**config.mk**
```make
export PLATFORM = sky130hd
export DESIGN_NAME = feature_fetch_unpack
export DESIGN_NICKNAME = d
export VERILOG_FILES = /design/src/rtl/feature_fetch_unpack.sv
export SDC_FILE = /design/constraint.sdc
export NUM_CORES = 1
export LEC_CHECK = 0
export CORE_MARGIN = 4
export CORE_UTILIZATION = 49
export DETAILED_ROUTE_END_ITERATION = 6
export HOLD_SLACK_MARGIN = 0.1
export PLACE_DENSITY = 0.79
export SLEW_MARGIN = 20
export SYNTH_ARGS = -nofsm -noshare
export SYNTH_HDL_FRONTEND = slang
export SYNTH_SLANG_ARGS = --single-unit
```
**constraint.sdc**
```tcl
create_clock -name clk -period 6 [get_ports clk]
set_input_delay 1.5 -clock clk [delete_from_list [all_inputs] [get_ports clk]]
set_output_delay 1.5 -clock clk [all_outputs]
set_load 0.1 [all_outputs]
```
**src/rtl/feature_fetch_unpack.sv**
```systemverilog
`default_nettype none
// ============================================================================
//  Module   : feature_fetch_unpack
//  Purpose  : Accepts wide words from the external read stream, unpacks each
//             into DATA_W-bit features and writes them one per cycle into the
//             feature_in memory. Alternates feature_in banks per fetch.
//  Revision : 1.0 - initial release
// ============================================================================
module feature_fetch_unpack #(
  parameter int IN_W      = 128,
  parameter int DATA_W    = 16,
  parameter int ADDR_W    = 15,
  parameter int SIZE_W    = 8,
  parameter int MSB_FIRST = 0
) (
  input  logic              clk,
  input  logic              rst,
  input  logic              start,
  input  logic [SIZE_W-1:0] feature_size,
  input  logic [ADDR_W-1:0] base_addr,
  input  logic [IN_W-1:0]   i_data,
  input  logic              i_valid,
  output logic              i_ready,
  output logic [ADDR_W-1:0] wr_addr,
  output logic [DATA_W-1:0] wr_data,
  output logic              wr_en,
  output logic              i_mem_select,
  output logic              busy,
  output logic              done
);

  // IN_W is expected to be an exact multiple of DATA_W.
  localparam int LANES  = IN_W / DATA_W;
  localparam int LANE_W = $clog2(LANES + 1);
  localparam int TOT_W  = 2 * SIZE_W;

  typedef enum logic [1:0] {
    S_IDLE   = 2'd0,
    S_LOAD   = 2'd1,
    S_UNPACK = 2'd2,
    S_FINISH = 2'd3
  } state_t;

  state_t              state_q,   state_d;
  logic [ADDR_W-1:0]   addr_q,    addr_d;
  logic [TOT_W-1:0]    rem_q,     rem_d;
  logic [LANE_W-1:0]   lane_q,    lane_d;
  logic [IN_W-1:0]     word_q,    word_d;
  logic                ready_q,   ready_d;
  logic                wr_en_q,   wr_en_d;
  logic [ADDR_W-1:0]   wr_addr_q, wr_addr_d;
  logic [DATA_W-1:0]   wr_data_q, wr_data_d;
  logic                sel_q,     sel_d;
  logic                busy_q,    busy_d;
  logic                done_q,    done_d;

  logic [TOT_W-1:0]    total_w;

  // Total features of the square map, computed at full product width.
  assign total_w = {{SIZE_W{1'b0}}, feature_size} * {{SIZE_W{1'b0}}, feature_size};

  // Select write-order lane idx of a word, honouring MSB_FIRST ordering.
  function automatic logic [DATA_W-1:0] lane_of(input logic [IN_W-1:0]   word,
                                                input logic [LANE_W-1:0] idx);
    logic [DATA_W-1:0] res;
    logic [LANE_W-1:0] sel;
    res = '0;
    sel = (MSB_FIRST != 0) ? (LANE_W'(LANES - 1) - idx) : idx;
    for (int k = 0; k < LANES; k++) begin
      if (sel == LANE_W'(k)) begin
        res = word[DATA_W*k +: DATA_W];
      end
    end
    return res;
  endfunction

  // Next-state and registered-output logic. Each write is issued one cycle
  // before it appears on the outputs, so the UNPACK state is exactly the set
  // of cycles in which wr_en is high.
  always_comb begin
    state_d   = state_q;
    addr_d    = addr_q;
    rem_d     = rem_q;
    lane_d    = lane_q;
    word_d    = word_q;
    ready_d   = 1'b0;
    wr_en_d   = 1'b0;
    wr_addr_d = wr_addr_q;
    wr_data_d = wr_data_q;
    sel_d     = sel_q;
    busy_d    = busy_q;
    done_d    = 1'b0;

    case (state_q)
      S_IDLE: begin
        if (start) begin
          if (total_w != '0) begin
            state_d = S_LOAD;
            addr_d  = base_addr;
            rem_d   = total_w;
            busy_d  = 1'b1;
            ready_d = 1'b1;
          end else begin
            // Empty map: report completion without touching the bank.
            state_d = S_FINISH;
            done_d  = 1'b1;
          end
        end
      end

      S_LOAD: begin
        ready_d = 1'b1;
        if (i_valid && ready_q) begin
          // Lane 0 is issued on the capture edge itself, so the lane counter
          // restarts at 1 rather than 0.
          word_d    = i_data;
          wr_en_d   = 1'b1;
          wr_data_d = lane_of(i_data, '0);
          wr_addr_d = addr_q;
          addr_d    = addr_q + ADDR_W'(1);
          rem_d     = rem_q - TOT_W'(1);
          lane_d    = LANE_W'(1);
          ready_d   = 1'b0;
          state_d   = S_UNPACK;
        end
      end

      S_UNPACK: begin
        if (rem_q == '0) begin
          // Last feature is on the outputs now; leftover lanes are dropped.
          state_d = S_FINISH;
          done_d  = 1'b1;
          busy_d  = 1'b0;
          sel_d   = ~sel_q;
        end else if (lane_q == LANE_W'(LANES)) begin
          state_d = S_LOAD;
          ready_d = 1'b1;
        end else begin
          wr_en_d   = 1'b1;
          wr_data_d = lane_of(word_q, lane_q);
          wr_addr_d = addr_q;
          addr_d    = addr_q + ADDR_W'(1);
          rem_d     = rem_q - TOT_W'(1);
          lane_d    = lane_q + LANE_W'(1);
        end
      end

      S_FINISH: begin
        state_d = S_IDLE;
      end

      default: begin
        state_d = S_IDLE;
      end
    endcase
  end

  // State, counters and output registers with synchronous reset.
  always_ff @(posedge clk) begin
    if (rst) begin
      state_q   <= S_IDLE;
      addr_q    <= '0;
      rem_q     <= '0;
      lane_q    <= '0;
      word_q    <= '0;
      ready_q   <= 1'b0;
      wr_en_q   <= 1'b0;
      wr_addr_q <= '0;
      wr_data_q <= '0;
      sel_q     <= 1'b0;
      busy_q    <= 1'b0;
      done_q    <= 1'b0;
    end else begin
      state_q   <= state_d;
      addr_q    <= addr_d;
      rem_q     <= rem_d;
      lane_q    <= lane_d;
      word_q    <= word_d;
      ready_q   <= ready_d;
      wr_en_q   <= wr_en_d;
      wr_addr_q <= wr_addr_d;
      wr_data_q <= wr_data_d;
      sel_q     <= sel_d;
      busy_q    <= busy_d;
      done_q    <= done_d;
    end
  end

  assign i_ready      = ready_q;
  assign wr_en        = wr_en_q;
  assign wr_addr      = wr_addr_q;
  assign wr_data      = wr_data_q;
  assign i_mem_select = sel_q;
  assign busy         = busy_q;
  assign done         = done_q;

endmodule
`default_nettype wire

```
==> run summary <==
The flow ran to the end, and the final reports show no timing, DRC or antenna violations. After synthesis, the mean cell area works out to 7.74 µm². In this run the core area contains 54 standard-cell rows.

At the pin with the least slew margin, the transition time is 1.12 ns. Across all register-to-register paths, the minimum setup slack is 2.82 ns. The run gives -0.973 ns as the worst-case setup slack after placement.

Excluding fillers, the count of instances in the completed layout stands at 1,923. The number of hold buffers added after CTS was 0. Setup repair after global routing could not meet its margin everywhere. The number of clock sinks seen by CTS is 201, and the area overhead of the layout relative to synthesis is 32.7%. The remaining max-slew budget at the tightest pin is 0.256, and the die outline height is 158 µm.

The clock latency reported for the late side of the worst-skew pair is 0.51 ns, and the share of synthesized registers carrying an async set or reset is 0. The run gives 0.0204 ns as the worst setup skew after layout. Kind of critical path: in2reg. The number of antenna violations at the first check in global routing is 0. Starting utilization of the core area: 0.501. The tools report the number of antenna cells inserted as 0. dfxtp_1 takes more of the synthesized area than any other cell. For this design the static power due to leakage is 5.51 nW. The required time of the critical path is 6.33 ns, and the number of warnings issued by yosys is 0.

The longest clock path from root to sink contains 3 buffers. Number of placed I/O pins: 191. The worst setup path is launched from a primary input.

The total area inside the core boundary comes to 21,900 µm². Synthesis inferred 201 register bits. Entering global routing, the biggest net connects 106 pins. In the routed layout, each cell is associated on average with a via count of 5.76. The via count of the first global-routing pass was 10,100. Timing would allow up to 170 MHz.

The peak supply drop was 0.000255 V. After global routing the overflow that remains totals 0. The floorplan die area was 24,800 µm².

The data arrival time of the critical path is 6.20 ns. The final route contains 11,100 vias. Summed over all nets, the half-perimeter wirelength after detailed placement is 23,500 µm. Wire length reported by the detailed router: 33,300 µm.

The tools report the number of pins with negative max-slew slack in the final report as 0. The number of buffers added by the clock tree synthesis step was 22; the number of iterations in the first detailed-routing pass was 5. The tools report the endpoint kind of the worst setup timing path as a flop. After detailed routing, the average wire length per cell comes to 17.3 µm. The number of different library cells used by synthesis comes to 68. The logs give 0.250 for the total routing usage reported by global routing and 0 for the number of failing hold endpoints at the final stage. Setup slack on the critical path of the routed design comes to 0.132 ns. The tree is rooted in a clkbuf_16.

Layout cell share with drive strength beyond 1: 0.133. The remaining design rule violation count is 0, and the count of input and output buffers is 190. TritonCTS built the clock tree. Measured along the x axis, the die boundary spans 158 µm.

The count of fill cells added during filler insertion is 1,876. By area the synthesized netlist is led by dfxtp_1, nand2_1, a21oi_1. Routability-driven placement congestion ratio: 0.841. Count of maximum capacitance violations: 0.

In this run the power density over the cells is 432 nW/µm². Once detail routing completed, the nets flagged for antenna violations numbered 0. The cell count after synthesis came out at 1,416. The period utilization was 0.978; the top-area cell type share of the netlist area was 0.367. The smallest clock period supported by the final layout is computed as 5.87 ns. The layout net count was 1,847; the share of the yosys chip area belonging to registers was 0.367. For this block, the initial DRC count from the detailed router was 923. The synthesized design contains 0 enable-type register cells.

The number of endpoints failing setup at the final stage is 0, and the clock slew seen by the registers of the worst setup and hold paths is 0.05 ns. For the number of H-tree levels, the log shows 1. In this run the worst path has a maximum fanout of 6. The first global-routing pass estimated 51,300 µm of wire. In the synthesized netlist the dominant register cell turns out to be dfxtp_1. The synthesized netlist occupies a cell area of 11,000 µm².

The type of the most critical hold path is reg2reg. The cell count after placement came out at 1,871.
cell type report:
class | count | area (µm²) | area share
inverter | 63 | 240 | 0.0165
tap | 280 | 350 | 0.0241
multi-input combinational | 1048 | 6520 | 0.448
timing repair buffer | 292 | 2730 | 0.188
sequential | 201 | 4020 | 0.276
clock buffer | 31 | 604 | 0.0415
clock inverter | 8 | 87.6 | 0.00602
placed cells by master, fill, tap and decap left out, types with 8 or more instances in the layout:
master / count
a211oi_1: 23
a21oi_1: 176
a21oi_2: 12
a221oi_1: 46
a22oi_1: 19
a31oi_1: 11
and2_1: 21
buf_4: 93
buf_6: 8
clkbuf_16: 22
clkdlybuf4s50_1: 181
dfxtp_1: 201
fa_1: 21
ha_1: 34
inv_1: 54
nand2_1: 330
nand3_1: 15
nor2_1: 92
nor3_1: 40
o21ai_0: 19
o32ai_1: 21
timing repair:
item / in CTS / in global routing
pin swaps: 9 / 29
setup endpoints to repair: 35 / 35
cloned: 2 / 0
resized for setup: 27 / 51
setup buffers: 3 / 9
synth_stat cells (3+ instances only):
cell / number
a31oi_1: 11
and3_1: 7
a21oi_1: 184
or3b_2: 3
a21o_1: 5
ha_1: 39
buf_6: 6
nand3_1: 17
a21oi_2: 6
nor2b_1: 6
nor4_1: 3
a211oi_1: 23
a221oi_1: 46
o21ai_0: 22
nor3b_1: 7
inv_1: 62
or2_2: 7
fa_1: 25
nor2_1: 94
nand2b_1: 7
and2_1: 25
xor2_1: 5
nand4_1: 3
o21bai_1: 3
nor3_1: 40
or4_1: 5
o211ai_1: 7
o31ai_1: 9
clkbuf_1: 93
o32ai_1: 22
o21a_1: 4
nand2_1: 333
xnor2_1: 6
buf_2: 3
or3_1: 4
o221a_1: 6
a22oi_1: 19
dfxtp_1: 201
o221ai_1: 3
mux2i_1: 6
a211o_1: 3
critical path, stage by stage:
cell      delay (ns)
buf_4           0.13
buf_6           0.12
buf_4           0.13
fa_1            0.47
fa_2            0.54
inv_2           0.04
fa_1            0.44
fa_1            0.50
inv_2           0.04
ha_4            0.21
or3_4           0.39
a21oi_4         0.26
nor2_2          0.07
a311oi_2        0.32
nand4_2         0.19
buf_6           0.16
buf_4           0.13
or2_2           0.30
a31oi_1         0.17
o31ai_1         0.09
sequential cells by signal, indices dropped and copies added, names as in the netlist:
register,flops
word_q,128
rem_q,16
wr_data,16
addr_q,15
wr_addr,15
lane_q,4
state_q,2
busy,1
done,1
i_mem_select,1
i_ready,1
wr_en,1
per-stage QoR:
stage	hold WS, ns	setup TNS, ns	total power [mW]	area (µm²)	utilization
floorplan	0.433	-0.698	3.78	11100	-
detailed placement	0.444	-31.28	4.75	13600	0.622
global placement	0.441	-25.00	4.68	13600	0.621
finish	0.452	0	6.29	14600	0.665
CTS	0.452	-0.00176	6.17	14400	0.658
global route	0.470	-0.387	6.67	14600	0.665
kinds of logic after synthesis:
family,Yosys count,synth area share
compound gates,395,0.240
xor+xnor,11,0.00879
fa+ha+maj,64,0.0901
buf+inv,168,0.0623
flops,201,0.367
mux,6,0.00548
other cells,1,0.000342
simple gates,570,0.226
metal layers:
metal  up-vias  track usage  share of wire
li1       5356            -              -
met1      5209        0.351           0.43
met2       439        0.400           0.46
met3        69       0.0380          0.079
met4         0       0.0774          0.030
met5         -            0              0
report_power, final:
group	total [mW]	switching [mW]	internal, mW
logic	3.32	1.90	1.41
registers	1.68	0.164	1.52
clock network	1.29	0.540	0.751
total	6.29	2.60	3.68
final timing paths:
check,start,endpoint,cells after the start
max reg2reg,rem_q[0],wr_data[13],10
min reg2reg,wr_addr[13],wr_addr[13],2
min,wr_addr[13],wr_addr[13],2
max,feature_size[4],busy,20
(Power assumes the default switching activity.)
